--- config.mk ---
export PLATFORM = sky130hd
export DESIGN_NAME = mac_array_feeder
export DESIGN_NICKNAME = d
export VERILOG_FILES = /design/src/rtl/mac_pkg.sv /design/src/rtl/mac_operand_buffer.sv /design/src/rtl/mac_array_feeder.sv
export SDC_FILE = /design/constraint.sdc
export NUM_CORES = 1
export LEC_CHECK = 0
export BUFFER_PORTS_ARGS = -buffer_cell sky130_fd_sc_hd__buf_2
export CAP_MARGIN = 10
export CORE_ASPECT_RATIO = 0.8
export CORE_MARGIN = 2
export CORE_UTILIZATION = 30
export CTS_BUF_LIST = sky130_fd_sc_hd__clkbuf_8
export CTS_CLUSTER_DIAMETER = 80
export DETAILED_ROUTE_END_ITERATION = 8
export GPL_ROUTABILITY_DRIVEN = 0
export SYNTH_ARGS = -nofsm -noshare
export SYNTH_HDL_FRONTEND = slang
export SYNTH_SLANG_ARGS = --single-unit
--- constraint.sdc ---
create_clock -name clk -period 7.1 [get_ports clk]
set_input_delay 1.065 -clock clk [delete_from_list [all_inputs] [get_ports clk]]
set_output_delay 1.065 -clock clk [all_outputs]
set_load 0.01 [all_outputs]
--- src/rtl/mac_pkg.sv ---
// Shared constants, lane vector types, FSM state encoding and drain timing
// for the mac_array front-end.
package mac_pkg;

  localparam int unsigned DEF_MULER_WIDTH  = 8;
  localparam int unsigned DEF_NUM_WIDTH    = 16;
  localparam int unsigned DEF_OUTPUT_WIDTH = 32;
  localparam int unsigned DEF_MULER_DELAY  = 1;
  localparam int unsigned DEF_ROW_SIZE     = 4;
  localparam int unsigned DEF_COLUMN_SIZE  = 4;
  localparam int unsigned DEF_MAX_K        = 16;

  typedef logic [DEF_ROW_SIZE-1:0][DEF_MULER_WIDTH-1:0]    a_vec_t;
  typedef logic [DEF_COLUMN_SIZE-1:0][DEF_MULER_WIDTH-1:0] b_vec_t;
  typedef logic [DEF_ROW_SIZE-1:0][DEF_OUTPUT_WIDTH-1:0]   res_vec_t;

  typedef enum logic [2:0] {
    ST_IDLE,
    ST_LOAD,
    ST_PROGRAM,
    ST_STREAM,
    ST_DRAIN,
    ST_RESULT
  } feeder_state_e;

  // Cycles from the last streamed beat until result_r is settled.
  function automatic int unsigned drain_cycles(input int unsigned mul_delay,
                                               input int unsigned rows,
                                               input int unsigned cols);
    return mul_delay + rows + cols;
  endfunction

endpackage

--- src/rtl/mac_operand_buffer.sv ---
// MAX_K-deep simple dual-port store of {a,b} operand beats with
// independent write and read pointers.
module mac_operand_buffer #(
  parameter int unsigned DATA_W = 64,
  parameter int unsigned MAX_K  = 16,
  parameter int unsigned PTR_W  = $clog2(MAX_K) + 1
) (
  input  logic              clk,
  input  logic              rst,
  input  logic              i_clr,
  input  logic              i_wr_en,
  input  logic [DATA_W-1:0] i_wr_data,
  input  logic              i_rd_en,
  output logic [PTR_W-1:0]  o_wr_ptr,
  output logic [PTR_W-1:0]  o_rd_ptr,
  output logic [DATA_W-1:0] o_rd_data
);

  localparam int unsigned IDX_W = (MAX_K > 1) ? $clog2(MAX_K) : 1;

  logic [DATA_W-1:0] r_mem [MAX_K];
  logic [PTR_W-1:0]  r_wr_ptr;
  logic [PTR_W-1:0]  r_rd_ptr;

  always_ff @(posedge clk) begin
    if (rst || i_clr) begin
      r_wr_ptr <= '0;
      r_rd_ptr <= '0;
    end else begin
      if (i_wr_en) r_wr_ptr <= r_wr_ptr + PTR_W'(1);
      if (i_rd_en) r_rd_ptr <= r_rd_ptr + PTR_W'(1);
    end
  end

  always_ff @(posedge clk) begin
    if (i_wr_en) r_mem[r_wr_ptr[IDX_W-1:0]] <= i_wr_data;
  end

  assign o_rd_data = r_mem[r_rd_ptr[IDX_W-1:0]];
  assign o_wr_ptr  = r_wr_ptr;
  assign o_rd_ptr  = r_rd_ptr;

endmodule

--- src/rtl/mac_array_feeder.sv ---
// Buffers K operand beats, programs and streams them into mac_array without
// bubbles, then returns the drained result over a valid/ready handshake.
module mac_array_feeder
  import mac_pkg::*;
#(
  parameter int unsigned MULER_WIDTH  = DEF_MULER_WIDTH,
  parameter int unsigned NUM_WIDTH    = DEF_NUM_WIDTH,
  parameter int unsigned OUTPUT_WIDTH = DEF_OUTPUT_WIDTH,
  parameter int unsigned MULER_DELAY  = DEF_MULER_DELAY,
  parameter int unsigned ROW_SIZE     = DEF_ROW_SIZE,
  parameter int unsigned COLUMN_SIZE  = DEF_COLUMN_SIZE,
  parameter int unsigned MAX_K        = DEF_MAX_K
) (
  input  logic                                      clk,
  input  logic                                      rst,
  input  logic                                      cmd_valid,
  output logic                                      cmd_ready,
  input  logic [NUM_WIDTH-1:0]                      cmd_num,
  input  logic                                      in_valid,
  output logic                                      in_ready,
  input  logic [ROW_SIZE-1:0][MULER_WIDTH-1:0]      in_a,
  input  logic [COLUMN_SIZE-1:0][MULER_WIDTH-1:0]   in_b,
  output logic                                      num_valid,
  output logic [NUM_WIDTH-1:0]                      num,
  output logic [ROW_SIZE-1:0][MULER_WIDTH-1:0]      data_a,
  output logic [COLUMN_SIZE-1:0][MULER_WIDTH-1:0]   data_b,
  input  logic [ROW_SIZE-1:0][OUTPUT_WIDTH-1:0]     result_r,
  output logic                                      out_valid,
  input  logic                                      out_ready,
  output logic [ROW_SIZE-1:0][OUTPUT_WIDTH-1:0]     out_data,
  output logic                                      out_err
);

  localparam int unsigned A_W          = ROW_SIZE * MULER_WIDTH;
  localparam int unsigned B_W          = COLUMN_SIZE * MULER_WIDTH;
  localparam int unsigned D_W          = A_W + B_W;
  localparam int unsigned PTR_W        = $clog2(MAX_K) + 1;
  localparam int unsigned DRAIN_CYCLES = drain_cycles(MULER_DELAY, ROW_SIZE, COLUMN_SIZE);
  localparam int unsigned DC_W         = $clog2(DRAIN_CYCLES + 1);

  feeder_state_e                            r_state;
  logic [NUM_WIDTH-1:0]                     r_k;
  logic [DC_W-1:0]                          r_drain_cnt;
  logic                                     r_cmd_ready;
  logic                                     r_in_ready;
  logic                                     r_num_valid;
  logic [NUM_WIDTH-1:0]                     r_num;
  logic [ROW_SIZE-1:0][MULER_WIDTH-1:0]     r_data_a;
  logic [COLUMN_SIZE-1:0][MULER_WIDTH-1:0]  r_data_b;
  logic                                     r_out_valid;
  logic [ROW_SIZE-1:0][OUTPUT_WIDTH-1:0]    r_out_data;
  logic                                     r_out_err;

  logic                                     w_wr_en;
  logic                                     w_rd_en;
  logic                                     w_clr;
  logic [PTR_W-1:0]                         w_wr_ptr;
  logic [PTR_W-1:0]                         w_rd_ptr;
  logic [D_W-1:0]                           w_rd_data;
  logic [ROW_SIZE-1:0][MULER_WIDTH-1:0]     w_rd_a;
  logic [COLUMN_SIZE-1:0][MULER_WIDTH-1:0]  w_rd_b;
  logic                                     w_last_load;
  logic                                     w_last_beat;

  assign w_clr       = (r_state == ST_IDLE);
  assign w_wr_en     = (r_state == ST_LOAD) && in_valid && r_in_ready;
  assign w_last_load = (NUM_WIDTH'(w_wr_ptr) + NUM_WIDTH'(1)) == r_k;
  assign w_last_beat = NUM_WIDTH'(w_rd_ptr) == r_k;
  // Beat 0 is fetched during PROGRAM so the stream starts with no bubble.
  assign w_rd_en     = (r_state == ST_PROGRAM) || ((r_state == ST_STREAM) && !w_last_beat);
  assign w_rd_a      = w_rd_data[D_W-1 -: A_W];
  assign w_rd_b      = w_rd_data[B_W-1:0];

  mac_operand_buffer #(
    .DATA_W (D_W),
    .MAX_K  (MAX_K),
    .PTR_W  (PTR_W)
  ) u_buf (
    .clk       (clk),
    .rst       (rst),
    .i_clr     (w_clr),
    .i_wr_en   (w_wr_en),
    .i_wr_data ({in_a, in_b}),
    .i_rd_en   (w_rd_en),
    .o_wr_ptr  (w_wr_ptr),
    .o_rd_ptr  (w_rd_ptr),
    .o_rd_data (w_rd_data)
  );

  always_ff @(posedge clk) begin
    if (rst) begin
      r_state     <= ST_IDLE;
      r_k         <= '0;
      r_drain_cnt <= '0;
      r_cmd_ready <= 1'b1;
      r_in_ready  <= 1'b0;
      r_num_valid <= 1'b0;
      r_num       <= '0;
      r_data_a    <= '0;
      r_data_b    <= '0;
      r_out_valid <= 1'b0;
      r_out_data  <= '0;
      r_out_err   <= 1'b0;
    end else begin
      unique case (r_state)
        ST_IDLE: begin
          if (cmd_valid) begin
            r_k         <= cmd_num;
            r_cmd_ready <= 1'b0;
            if (cmd_num == '0) begin
              r_state     <= ST_RESULT;
              r_out_valid <= 1'b1;
              r_out_data  <= '0;
              r_out_err   <= 1'b0;
            end else if (cmd_num > NUM_WIDTH'(MAX_K)) begin
              r_state     <= ST_RESULT;
              r_out_valid <= 1'b1;
              r_out_data  <= '0;
              r_out_err   <= 1'b1;
            end else begin
              r_state    <= ST_LOAD;
              r_in_ready <= 1'b1;
            end
          end
        end
        ST_LOAD: begin
          if (w_wr_en && w_last_load) begin
            r_in_ready  <= 1'b0;
            r_num_valid <= 1'b1;
            r_num       <= r_k;
            r_state     <= ST_PROGRAM;
          end
        end
        ST_PROGRAM: begin
          r_num_valid <= 1'b0;
          r_data_a    <= w_rd_a;
          r_data_b    <= w_rd_b;
          r_state     <= ST_STREAM;
        end
        ST_STREAM: begin
          if (w_last_beat) begin
            r_data_a    <= '0;
            r_data_b    <= '0;
            r_drain_cnt <= '0;
            r_state     <= ST_DRAIN;
          end else begin
            r_data_a <= w_rd_a;
            r_data_b <= w_rd_b;
          end
        end
        ST_DRAIN: begin
          if (r_drain_cnt == DC_W'(DRAIN_CYCLES - 1)) begin
            r_out_data  <= result_r;
            r_out_valid <= 1'b1;
            r_state     <= ST_RESULT;
          end else begin
            r_drain_cnt <= r_drain_cnt + DC_W'(1);
          end
        end
        ST_RESULT: begin
          if (out_ready) begin
            r_out_valid <= 1'b0;
            r_out_err   <= 1'b0;
            r_cmd_ready <= 1'b1;
            r_state     <= ST_IDLE;
          end
        end
        default: r_state <= ST_IDLE;
      endcase
    end
  end

  assign cmd_ready = r_cmd_ready;
  assign in_ready  = r_in_ready;
  assign num_valid = r_num_valid;
  assign num       = r_num;
  assign data_a    = r_data_a;
  assign data_b    = r_data_b;
  assign out_valid = r_out_valid;
  assign out_data  = r_out_data;
  assign out_err   = r_out_err;

endmodule
# Word-level counts from Yosys, hierarchy flattened
# Memory sizes are Yosys's and may differ from the RTL's. A register that Yosys moved wholly into a read port is not among the register bits.
# Cells that the tools add are included.
dict set report op_classes {
  add_sub_neg 4
  mux 43
  n_eq_ne 17
  n_reduce_logical 26
  n_lt_le_gt_ge 1
}
# op n
set op_table {}
lappend op_table {{two-way mux 128 bit} 4}
lappend op_table {{case mux 128 bit (2 select lines)} 1}
lappend op_table {{case mux 32 bit (2 select lines)} 2}
lappend op_table {{two-way mux 32 bit} 2}
lappend op_table {{two-way mux 3 bit} 7}
lappend op_table {{case mux 3 bit (6 select lines)} 1}
lappend op_table {{equality test 5 x 16 -> 1 bit} 1}
lappend op_table {{equality test 6 x 16 -> 1 bit} 1}
lappend op_table {{greater-than comparator 16 x 5 -> 1 bit (second input constant)} 1}
lappend op_table {{logical NOT 16 bit} 1}
lappend op_table {{two-way mux 1 bit} 16}
lappend op_table {{two-way mux 4 bit} 4}
lappend op_table {{AND reduction 5 bit} 3}
lappend op_table {{!= test 2 bit (second input constant)} 7}
lappend op_table {{nonzero test 2 bit} 6}
lappend op_table {{adder 5 x 1 -> 5 bit (second input constant)} 2}
lappend op_table {{case mux 1 bit (2 select lines)} 4}
lappend op_table {{case mux 4 bit (2 select lines)} 1}
lappend op_table {{AND reduction 4 bit} 2}
lappend op_table {{adder 5 x 1 -> 6 bit (second input constant)} 1}
lappend op_table {{equality test 3 x 2 -> 1 bit (second input constant)} 2}
lappend op_table {{equality test 3 bit (second input constant)} 2}
lappend op_table {{AND reduction 2 bit} 3}
lappend op_table {{AND reduction 3 bit} 2}
lappend op_table {{11 further kinds} 15}
dict set report totals {
  in_bits 213
  mem_bits_rw 1024
  wordCells 115
  memories 1
  reg_bits 246
}
# memory depth width read_ports rd_ports_with_merged_regs write_ports line
set mem_list {}
lappend mem_list {u_buf.r_mem 16 64 1 1 1 mac_operand_buffer.sv:21} ;# logic [DATA_W-1:0] r_mem [MAX_K];

# Depth between registers and ports, before layout
dict set report logic_depth {
  ltp_word 6
  ltp_mapped 10
}

# Modules after synthesis
# Synthesis repeated with hierarchy kept, for this count alone.
dict set report hier_totals {
  hier_cells 2717
  hier_area_um2 48198.7
}
# mod instances cells_each area_per_inst_um2 seq_area_each_um2
set by_module_without_submodules {}
lappend by_module_without_submodules {mac_operand_buffer 1 1633 38858.5 31029.8}
lappend by_module_without_submodules {mac_array_feeder 1 1084 9340.2 4724.5}

# Worst setup path after synthesis
# Ideal clock, no wire load.
dict set report synth_timing {
  kind {input -> register}
  from {in in_valid}
  to {mem u_buf.r_mem[3][0], enable pin}
  path_buffers 0
  slack_ps 553
  required_ps 6535
  cell_stages 4
  arrival_ps 5982
  path_cell_list {nand3_1 nor3_4 nand2_1 nor3_1}
}
dict set report synth_between {
  elab_chain_len 4
}
# element line
set synth_lines {}
lappend synth_lines {{start, declared} mac_array_feeder.sv:19} ;# input logic in_valid,
lappend synth_lines {{logical AND 1 bit (2 in a row)} mac_array_feeder.sv:66} ;# assign w_wr_en = (r_state == ST_LOAD) && in_valid && r_in_ready;
lappend synth_lines {{two-way mux 1 bit} mac_operand_buffer.sv:36} ;# if (i_wr_en) r_mem[r_wr_ptr[IDX_W-1:0]] <= i_wr_data;
lappend synth_lines {{two-way mux 1 bit (not written as such)} mac_operand_buffer.sv:36}
lappend synth_lines {{end, declared} mac_operand_buffer.sv:21}
# No other way between the ends.

# Final worst setup path
dict set report layout_timing {
  from {reg r_state[0]}
  to {mem u_buf.r_mem[4][43], enable pin}
}
dict set report layout_between {
  elab_chain_len 5
}
# element line
set layout_lines {}
lappend layout_lines {{start, declared} mac_array_feeder.sv:41} ;# feeder_state_e r_state;
lappend layout_lines {{start signal, assigned} mac_array_feeder.sv:92} ;# r_state <= ST_IDLE;
lappend layout_lines {{start signal, assigned} mac_array_feeder.sv:111} ;# r_state <= ST_RESULT;
lappend layout_lines {{start signal, assigned} mac_array_feeder.sv:116} ;# r_state <= ST_RESULT;
lappend layout_lines {{equality test 3 x 1 -> 1 bit} mac_array_feeder.sv:66}
lappend layout_lines {{logical AND 1 bit (2 in a row)} mac_array_feeder.sv:66}
lappend layout_lines {{two-way mux 1 bit} mac_operand_buffer.sv:36}
lappend layout_lines {{two-way mux 1 bit (not written as such)} mac_operand_buffer.sv:36}
# No other way between the ends.

==> flow_summary_export.csv <==
group,metric,value,unit
status,status,"complete, no violations",
power_and_ir_drop,p_sw,0.00357,W
worst_setup_path,critPathKind,"flip-flop to flip-flop",
worst_setup_path,crit_arrival,4.03,ns
sta,min_period,3.57,ns
synth,synth_area,47200,µm²
drt,antenna_left,0,
power_and_ir_drop,ir_drop,159,µV
synth,async_reset_ff_share,0,%
synth,ys_seq_area_share,75.7,%
run,cap_viol_max_count,0,
sta,final-hold-violation-count,0,
worst_setup_path,path_max_fanout,46,
clocking,root_buffer,"clkbuf_8",
synth,synthCells,2291,
sta,tightest_slew,1.19,ns
clocking,cts_max_path_buffers,3,
clocking,cts_made_buffers,198,
worst_setup_path,critPathLaunchType,"flip-flop",
synth,ys.flop_type,"edfxtp_1",
placed_design,numPlacedInstances,4735,
placed_design,placement.io_buffers,425,
sta,worst_slew_margin_rel,20.2,%
placed_design,place_area,51700,µm²
grt,grt_pass1_vias,24700,
die,die_w,448,µm
worst_setup_path,endpoint_kind,"flip-flop",
sta,fmax,280,MHz
finish,final_common_cell,"edfxtp_1",
finish,syn_to_final_growth,17.8,%
power_and_ir_drop,pwr-share-seq,54.8,%
finish,fin_nets,3044,
die,initial_core_util,30.1,%
die,core,157000,µm²
clocking,cts_setup_buffers,0,
power_and_ir_drop,intPower,0.0115,W
sta,setup_violations,0,
synth,synth_warnings,0,
clocking,holdBufCountCts,0,
drt,first_pass_iters,5,
die,ios,426,
synth,synth_area_per_cell,20.6,µm²
die,die_h,359,µm
drt,post_drt_wl_per_cell,24.0,µm
synth,synth_edf_count,1024,
clocking,cts_resized,0,
sta,grt_setup_unrepaired,"no",
power_and_ir_drop,power_density,272,nW/µm²
clocking,cts_tree,"yes",
power_and_ir_drop,pwr-share-clk,39.9,%
grt,antenna_found_initial,31,
sta,tns,0,ns
die,rows,130,
drt,drt_iter0_drc,2185,
sta,finClkSkew,0.0730,ns
grt,grt_max_degree,109,
finish,design_area,55600,µm²
power_and_ir_drop,combPwrFrac,5.2,%
clocking,clkSinkCount,1274,
die,dieArea,161000,µm²
synth,syn-num-nets,2511,
worst_hold_path,hold_path.class,"input port to flip-flop",
grt,grt_pass1_wl,176000,µm
finish,final_cells,5111,
grt,grt.total_usage,15.0,%
placed_design,dp_hpwl,74400,µm
drt,routed_wl,123000,µm
power_and_ir_drop,switching_share,23.6,%
drt,drc,0,
finish,fillers,14700,
clocking,clk_pin_slew,0.07,ns
clocking,h-tree-depth,4,
sta,final_max_slew_viol_count,0,
power_and_ir_drop,leakagePower,18.4,nW
drt,num_vias,24400,
grt,gr-total-overflow,0,
finish,drive_gt1_share,36.4,%
sta,min_period_over_period,50.2,%
synth,synthDistinctLibCells,56,
finish,mostFrequentLayoutCells,"1024 x edfxtp_1, 425 x buf_2, 320 x mux4_2, 246 x dfxtp_1, 227 x clkbuf_8",
clocking,clock_latency,0.91,ns
worst_setup_path,cp_data_required_time,7.56,ns
sta,fin_hold_ws,0.370,ns
synth,ys_ff_latch,1274,
drt,viasPerCell,4.77,
==> Yosys cell counts, types with 11 or more instances <==
cell | instances | area share, %
a21oi_1 | 23 | 0.24
a22o_1 | 128 | 2.4
buf_1 | 12 | 0.095
buf_2 | 18 | 0.19
buf_6 | 41 | 0.98
clkbuf_1 | 51 | 0.41
clkinv_1 | 61 | 0.48
dfxtp_1 | 250 | 11
edfxtp_1 | 1024 | 65
inv_1 | 13 | 0.10
mux4_2 | 320 | 15
nand2_1 | 125 | 0.99
nor2_1 | 28 | 0.22
nor3_1 | 11 | 0.12
o21ai_1 | 65 | 0.69
xnor2_1 | 12 | 0.22
==> worst max-delay path, stage by stage (launching register included) <==
cell and delay, ns:
dfxtp_1 0.67, nand3_1 0.24, nor3_4 0.20, buf_4 0.24
nand2_1 0.24, nor2_4 0.66, buf_4 0.81
==> final cells by class <==
cell class / instances / area, µm² / area share (%)
clock buffer: 227 / 3120 / 5.62
timing repair buffer: 462 / 2500 / 4.49
multi-input combinational: 814 / 10500 / 18.9
inverter: 74 / 280 / 0.504
clock inverter: 138 / 779 / 1.40
antenna: 10 / 25.0 / 0.0450
tap: 2112 / 2640 / 4.75
sequential: 1274 / 35800 / 64.3
==> routing by layer <==
metal,up-vias,routed length (µm),GRT usage [%]
met4,10,4040,5.64
met1,12800,50700,19.5
li1,10500,-,-
met5,-,69,0
met2,887,59200,24.5
met3,230,8520,3.30
==> state kept, by name (all words and copies together) (netlist names), 5 cells and up, named ones only <==
name / count
data_a: 32
data_b: 32
num: 16
out_data: 128
r_k: 16
u_buf.o_rd_ptr: 5
u_buf.o_wr_ptr: 5
u_buf.r_mem: 1024
==> power groups by stage <==
stage                     Clock (W)  Sequential, W  Combinational (W)
after floorplan                   0        0.00846           0.000412
after global placement            0        0.00844           0.000787
after detailed placement          0        0.00844           0.000795
after CTS                   0.00623        0.00828           0.000800
after global routing        0.00656        0.00829           0.000859
final                       0.00604        0.00828           0.000790
==> metrics by stage <==
step | utilization [%] | setup WS [ns] | total power, W
4_1_cts | 35.5 | 3.45 | 0.0153
6_report | 35.5 | 3.53 | 0.0151
5_1_grt | 35.5 | 3.28 | 0.0157
3_3_place_gp | 33.0 | 3.16 | 0.00923
2_1_floorplan | - | 0.553 | 0.00887
3_5_place_dp | 33.0 | 3.08 | 0.00924
==> cells by family (layout without fill, tap and decap cells) <==
group                    Yosys count  count (layout)  share of synthesized area, %
flip-flops                      1274            1274                          75.7
multiplexers                     328             328                          15.4
AO/OA/AOI/OAI                    243             243                          3.76
AND/OR/NAND/NOR                  219             219                          2.23
buffers and inverters            203             901                          2.37
XOR/XNOR                          17              17                         0.315
adder cells (fa/ha/maj)            7               7                         0.185
other                              0              10                             0
==> worst paths after layout <==
path                           startpoint                           end  slack (ns)  depth (start not counted)
setup reg to reg  r_state[0]$_SDFFE_PP0P_  u_buf.r_mem[4][43]$_DFFE_PP_        3.53                          6
hold / removal               result_r[64]     out_data[64]$_SDFFE_PP0P_        0.37                          2
setup / recovery  r_state[0]$_SDFFE_PP0P_  u_buf.r_mem[4][43]$_DFFE_PP_        3.53                          6
hold reg to reg   data_b[21]$_SDFFE_PP0P_       data_b[21]$_SDFFE_PP0P_        0.44                          2
No activity file was read; power rests on OpenSTA's default activity.
